**config.mk**
```make
export PLATFORM = sky130hd
export DESIGN_NAME = inst_fetch_queue_flat
export DESIGN_NICKNAME = d
export VERILOG_FILES = /design/src/rtl/inst_fetch_queue_pkg.sv /design/src/rtl/inst_fetch_queue_if.sv /design/src/rtl/inst_fetch_queue.sv /design/src/flat_wrapper.sv
export SDC_FILE = /design/constraint.sdc
export NUM_CORES = 1
export LEC_CHECK = 0
export ABC_CLOCK_PERIOD_IN_PS = 12150
export CELL_PAD_IN_SITES_DETAIL_PLACEMENT = 1
export CELL_PAD_IN_SITES_GLOBAL_PLACEMENT = 1
export CORE_ASPECT_RATIO = 1.25
export CORE_UTILIZATION = 56
export DETAILED_ROUTE_END_ITERATION = 10
export DONT_BUFFER_PORTS = 1
export GPL_TIMING_DRIVEN = 0
export PLACE_DENSITY_LB_ADDON = 0.1
export SLEW_MARGIN = 20
export SYNTH_ARGS = -nofsm -noshare
export SYNTH_HDL_FRONTEND = slang
export SYNTH_SLANG_ARGS = --single-unit
```
**constraint.sdc**
```tcl
create_clock -name clk -period 12.15 [get_ports clk]
set_input_delay 0.6075 -clock clk [delete_from_list [all_inputs] [get_ports clk]]
set_output_delay 0.6075 -clock clk [all_outputs]
set_load 0.005 [all_outputs]
```
**src/rtl/inst_fetch_queue_pkg.sv**
```systemverilog
// inst_fetch_queue_pkg: shared front-end types and widths for the fetch queue.
//   bus32_t       : 32-bit datapath word
//   IFQ_DEPTH     : default queue depth (entries)
//   FETCH_WIDTH   : instructions offered per cycle by fetch
//   DECODER_WIDTH : instructions presented per cycle to decode
//   fetch_entry_t : one queued instruction (pc + word)
package inst_fetch_queue_pkg;
  typedef logic [31:0] bus32_t;
  localparam int IFQ_DEPTH = 8;
  localparam int FETCH_WIDTH = 2;
  localparam int DECODER_WIDTH = 2;
  typedef struct packed {
    bus32_t pc;
    bus32_t inst;
  } fetch_entry_t;
endpackage

```
**src/rtl/inst_fetch_queue_if.sv**
```systemverilog
// inst_fetch_queue_if: fetch-side push bus, decode-side pop bus, flush and occupancy.
//   flush                       : discard all queued entries
//   push_valid/push_pc/push_inst: offered instructions, one per slot
//   push_ready                  : room for a full-width push
//   pop_ready                   : decode consumes the presented slots
//   pop_valid/pop_pc/pop_inst   : presented instructions in program order
//   count                       : occupied entries
//   slave modport is the queue, master modport is the driver.
interface inst_fetch_queue_if #(
  parameter int DEPTH = inst_fetch_queue_pkg::IFQ_DEPTH,
  parameter int FETCH_WIDTH = inst_fetch_queue_pkg::FETCH_WIDTH,
  parameter int DECODER_WIDTH = inst_fetch_queue_pkg::DECODER_WIDTH
) ();
  import inst_fetch_queue_pkg::*;
  logic flush;
  logic [FETCH_WIDTH-1:0] push_valid;
  bus32_t [FETCH_WIDTH-1:0] push_pc;
  bus32_t [FETCH_WIDTH-1:0] push_inst;
  logic push_ready;
  logic pop_ready;
  logic [DECODER_WIDTH-1:0] pop_valid;
  bus32_t [DECODER_WIDTH-1:0] pop_pc;
  bus32_t [DECODER_WIDTH-1:0] pop_inst;
  logic [$clog2(DEPTH+1)-1:0] count;
  modport master (
    output flush, push_valid, push_pc, push_inst, pop_ready,
    input push_ready, pop_valid, pop_pc, pop_inst, count
  );
  modport slave (
    input flush, push_valid, push_pc, push_inst, pop_ready,
    output push_ready, pop_valid, pop_pc, pop_inst, count
  );
endinterface

```
**src/rtl/inst_fetch_queue.sv**
```systemverilog
// inst_fetch_queue: circular decoupling queue between fetch and the decode register.
//   clk : rising-edge clock
//   rst : synchronous active-low reset
//   bus : inst_fetch_queue_if.slave (push/pop handshakes, flush, count)
module inst_fetch_queue #(
  parameter int DEPTH = inst_fetch_queue_pkg::IFQ_DEPTH,
  parameter int FETCH_WIDTH = inst_fetch_queue_pkg::FETCH_WIDTH,
  parameter int DECODER_WIDTH = inst_fetch_queue_pkg::DECODER_WIDTH
) (
  input logic clk,
  input logic rst,
  inst_fetch_queue_if.slave bus
);
  import inst_fetch_queue_pkg::*;
  localparam int AW = $clog2(DEPTH);
  localparam int CW = $clog2(DEPTH+1);
  fetch_entry_t r_mem [DEPTH];
  logic [AW-1:0] r_head, r_tail;
  logic [CW-1:0] r_count;
  logic [CW-1:0] w_push_n, w_pop_n;
  logic [AW-1:0] w_off [FETCH_WIDTH];
  logic w_push_ready, w_push;
  // Compaction: each valid slot lands at tail plus the number of valid slots below it.
  always_comb begin
    w_push_n = '0;
    for (int i = 0; i < FETCH_WIDTH; i++) begin
      w_off[i] = w_push_n[AW-1:0];
      w_push_n = w_push_n + CW'(bus.push_valid[i]);
    end
  end
  assign w_push_ready = r_count <= CW'(DEPTH - FETCH_WIDTH);
  assign w_push = w_push_ready && |bus.push_valid;
  assign w_pop_n = !bus.pop_ready ? '0 :
                   r_count < CW'(DECODER_WIDTH) ? r_count : CW'(DECODER_WIDTH);
  always_ff @(posedge clk) begin
    if (!rst || bus.flush) begin
      r_head <= '0;
      r_tail <= '0;
      r_count <= '0;
    end else begin
      r_head <= r_head + w_pop_n[AW-1:0];
      r_tail <= w_push ? r_tail + w_push_n[AW-1:0] : r_tail;
      r_count <= r_count + (w_push ? w_push_n : '0) - w_pop_n;
    end
  end
  // Storage needs no reset: stale entries are masked by pop_valid.
  always_ff @(posedge clk) begin
    if (rst && !bus.flush && w_push)
      for (int i = 0; i < FETCH_WIDTH; i++)
        if (bus.push_valid[i]) r_mem[r_tail + w_off[i]] <= '{pc: bus.push_pc[i], inst: bus.push_inst[i]};
  end
  always_comb begin
    for (int i = 0; i < DECODER_WIDTH; i++) begin
      bus.pop_valid[i] = r_count > CW'(i);
      bus.pop_pc[i] = bus.pop_valid[i] ? r_mem[r_head + AW'(i)].pc : '0;
      bus.pop_inst[i] = bus.pop_valid[i] ? r_mem[r_head + AW'(i)].inst : '0;
    end
  end
  assign bus.push_ready = w_push_ready;
  assign bus.count = r_count;
endmodule

```
**src/flat_wrapper.sv**
```systemverilog
// flat-port wrapper written by rule: the top's interface ports become plain ports
module inst_fetch_queue_flat import inst_fetch_queue_pkg::*;
#(
  parameter int DEPTH = inst_fetch_queue_pkg::IFQ_DEPTH,
  parameter int FETCH_WIDTH = inst_fetch_queue_pkg::FETCH_WIDTH,
  parameter int DECODER_WIDTH = inst_fetch_queue_pkg::DECODER_WIDTH
)
  (clk, rst, bus_flush, bus_push_valid, bus_push_pc, bus_push_inst, bus_pop_ready, bus_push_ready, bus_pop_valid, bus_pop_pc, bus_pop_inst, bus_count);
  inst_fetch_queue_if #(.DEPTH(DEPTH), .FETCH_WIDTH(FETCH_WIDTH), .DECODER_WIDTH(DECODER_WIDTH)) bus_i ();
  input logic clk;
  input logic rst;
  input wire logic [$bits(bus_i.flush)-1:0] bus_flush;
  input wire logic [$bits(bus_i.push_valid)-1:0] bus_push_valid;
  input wire logic [$bits(bus_i.push_pc)-1:0] bus_push_pc;
  input wire logic [$bits(bus_i.push_inst)-1:0] bus_push_inst;
  input wire logic [$bits(bus_i.pop_ready)-1:0] bus_pop_ready;
  output wire logic [$bits(bus_i.push_ready)-1:0] bus_push_ready;
  output wire logic [$bits(bus_i.pop_valid)-1:0] bus_pop_valid;
  output wire logic [$bits(bus_i.pop_pc)-1:0] bus_pop_pc;
  output wire logic [$bits(bus_i.pop_inst)-1:0] bus_pop_inst;
  output wire logic [$bits(bus_i.count)-1:0] bus_count;
  assign bus_i.flush = bus_flush;
  assign bus_i.push_valid = bus_push_valid;
  assign bus_i.push_pc = bus_push_pc;
  assign bus_i.push_inst = bus_push_inst;
  assign bus_i.pop_ready = bus_pop_ready;
  assign bus_push_ready = bus_i.push_ready;
  assign bus_pop_valid = bus_i.pop_valid;
  assign bus_pop_pc = bus_i.pop_pc;
  assign bus_pop_inst = bus_i.pop_inst;
  assign bus_count = bus_i.count;
  inst_fetch_queue #(.DEPTH(DEPTH), .FETCH_WIDTH(FETCH_WIDTH), .DECODER_WIDTH(DECODER_WIDTH)) u_core (.clk(clk), .rst(rst), .bus(bus_i));
endmodule
```
==> flow_summary.yaml <==
placement:
  portBuffers: 0
  placed_area_mm2: 0.0326
  dp_hpwl_mm: 63.8
  dp_cells: 2430
  pre_cts_ws_ns: 8.27
  gp_congestion: 0.850
timing:
  fin_setup_tns_ns: 0
  rsz0062_at_grt: "false"
  setup_violations: 0
  slew_violations: 0
  maxSlewHeadroom_pct: 23.5
  finalHoldViolCount: 0
  period_needed_ns: 4.57
  finalWorstSetupSlack_ns: 7.58
  max_freq_mhz: 219
  fin_skew_ns: 0.0170
  worstMarginPinSlew_ns: 1.14
  min_period_over_period_pct: 37.6
logic_synthesis:
  async_flop_share_pct: 0
  synth_area_mm2: 0.0307
  syn_nets: 1821
  ys_ff_latch: 522
  synth_top_family_by_area: "multiplexers"
  synth_compound_area_share_pct: 4.02
  ys.flop_type: "edfxtp_1"
  synthMuxAreaShare_pct: 40.5
  synth_area_leader_cell: "edfxtp_1"
  synth_area_leaders: "edfxtp_1 50%, mux4_2 19%, mux2_4 12%"
  synthSimpleGateAreaFrac_pct: 1.20
  postSynthAreaPerCell_um2: 18.4
  synth_adder_area_share_pct: 0.790
  synth_edf_count: 512
  synth.distinct_cells: 34
  ys_warn_count: 0
  netlist.area_leader.share_pct: 50.1
  yosys.area_share.xor_xnor_pct: 0.228
  syn_inst: 1670
  ys_seq_area_share_pct: 50.7
  synthTopCellsByCount: "512 x edfxtp_1, 272 x mux2_2, 256 x mux4_2, 240 x mux2_4, 128 x a22o_1"
  synth_most_common_cell: "edfxtp_1"
drt:
  drtIter0Drc: 1602
  viasPerCell: 7.19
  vias: 18212
  top_layer: "met4"
  first_pass_iters: 7
  ant_nets: 0
  route.detailed.drc: 0
  wl_met1_mm: 35.6
  dr_wl_met3_mm: 7.95
  wl_met2_mm: 48.6
  wl_per_cell_um: 37.9
  routed_wl_mm: 96.1
power_and_ir_drop:
  p_sw_share_pct: 29.6
  powerDensity_mw_per_mm2: 146
  pwr-share-seq_pct: 40.7
  irDropWorstVdd_mv: 0.127
  p_switching_mw: 1.49
  comb_power_share_pct: 25.0
  p_leak_nw: 11.2
  p_int_mw: 3.54
  clock_power_share_pct: 34.3
cts:
  postCtsHoldBufs: 0
  clockRootBuffer: "clkbuf_16"
  cts_max_path_buffers: 3
  cts_tree: "built"
  clock_latency_ns: 0.62
  ctsResizeCount: 0
  postCtsSetupRepairBufs: 0
  clock-sinks: 522
  cts_max_level: 2
  numCtsBuffers: 54
  clk_pin_slew_worst_paths_ns: 0.07
status:
  outcome: "completed"
die:
  start_util_pct: 56.9
  die_area_mm2: 0.0558
  placementRows: 95
  ioPinCount: 269
  core_mm2: 0.0540
  die_x_um: 211
  die_h_um: 264
grt:
  antenna_found_initial: 0
  grt_pass1_vias: 19898
  grt_max_degree: 18
  grt_pass1_wl_mm: 138
  overflow: 0
  grt_util_all_layers_pct: 34.8
layout:
  layout-drive-gt1-share_pct: 53.5
  final_net_count: 1911
  syn2layout_area_growth_pct: 12.0
  antenna_cells: 0
  final_util_pct: 63.7
  stdcell_area_mm2: 0.0344
  n_fill_cell: 4584
  fin_cells: 2532
flow_run:
  cap_violations: 0
critical_path:
  crit_path_end_kind: "output pin"
  path_class: "register to output pin"
  start_kind: "register"
  crit_fanout: 10
  required_ns: 11.54
  crit_arrival_ns: 3.96
min_path:
  min_path_type: "primary input to register"
[cells in the final DEF (no fill, tap or decap), drive strengths merged, types with 10 or more instances in the layout]
cell type / n
clkinv: 24
a22o: 128
dfxtp: 10
clkbuf: 131
inv: 13
edfxtp: 512
ha: 13
mux2: 512
nand2: 13
mux4: 256
nor2: 17
buf: 105
[power by group through the flow]
| stage | Sequential [mW] | Combinational, mW | Clock, mW |
|---|---|---|---|
| global placement | 2.09 | 1.19 | 0 |
| CTS | 2.05 | 1.25 | 1.74 |
| finish | 2.05 | 1.26 | 1.73 |
| detailed placement | 2.09 | 1.24 | 0 |
| global route | 2.05 | 1.30 | 1.79 |
| floorplan | 2.08 | 0.811 | 0 |
[worst max-delay path, stage by stage, from the launching register on]
cell and delay [ns]:
dfxtp_1 0.40, clkbuf_1 0.20, buf_2 0.43, clkbuf_1 0.73
clkbuf_1 0.82, mux4_2 0.44, a22o_1 0.30
[state kept, by name, indices dropped and copies added, names as in the netlist]
signal	count
u_core.bus.count	4
u_core.r_head	3
u_core.r_mem	512
u_core.r_tail	3
[area by class of cell]
class	instances	area, um^2	share of cell area [%]
well taps	727	910	2.64
flip-flops and latches	522	15600	45.3
clock buffers	67	1460	4.26
plain buffers	135	754	2.19
repair buffers	34	886	2.58
inverters	12	45.0	0.131
multi-input cells	1001	14400	41.9
clock inverters	34	338	0.982
[layer usage]
layer  vias up  global-route usage, %
met5         -                      0
met4         0                   13.6
met3       248                   7.77
met2       937                   58.9
met1      9757                   43.4
li1       7270                      -
[logic make-up (layout without fill, tap and decap cells)]
logic type                 count (synthesis)  in the layout
adders and majority gates                 17             17
and+or+nand+nor                           62             62
DFF                                      522            522
muxes                                    768            768
xor gates and xnor gates                   8              8
AOI/OAI and AO/OA                        146            146
buffers and inverters                    147            282
[worst paths after layout]
kind               startpoint             endpoint  slack (ns)  cells past startpoint
max          u_core.r_head[0]     bus_pop_inst[42]        7.58                      6
min           bus_push_pc[57]  u_core.r_mem[7][57]        0.20                      1
max reg2reg  u_core.r_tail[0]  u_core.r_mem[3][33]        8.58                      7
min reg2reg  u_core.r_tail[1]     u_core.r_tail[1]        0.63                      2
[stage by stage]
stage	hold WS, ns	power (mW)
global route	0.185	5.14
finish	0.203	5.03
CTS	0.172	5.03
global placement	0.571	3.28
detailed placement	0.609	3.32
floorplan	0.517	2.89
Power figures use the tool's default switching activity.
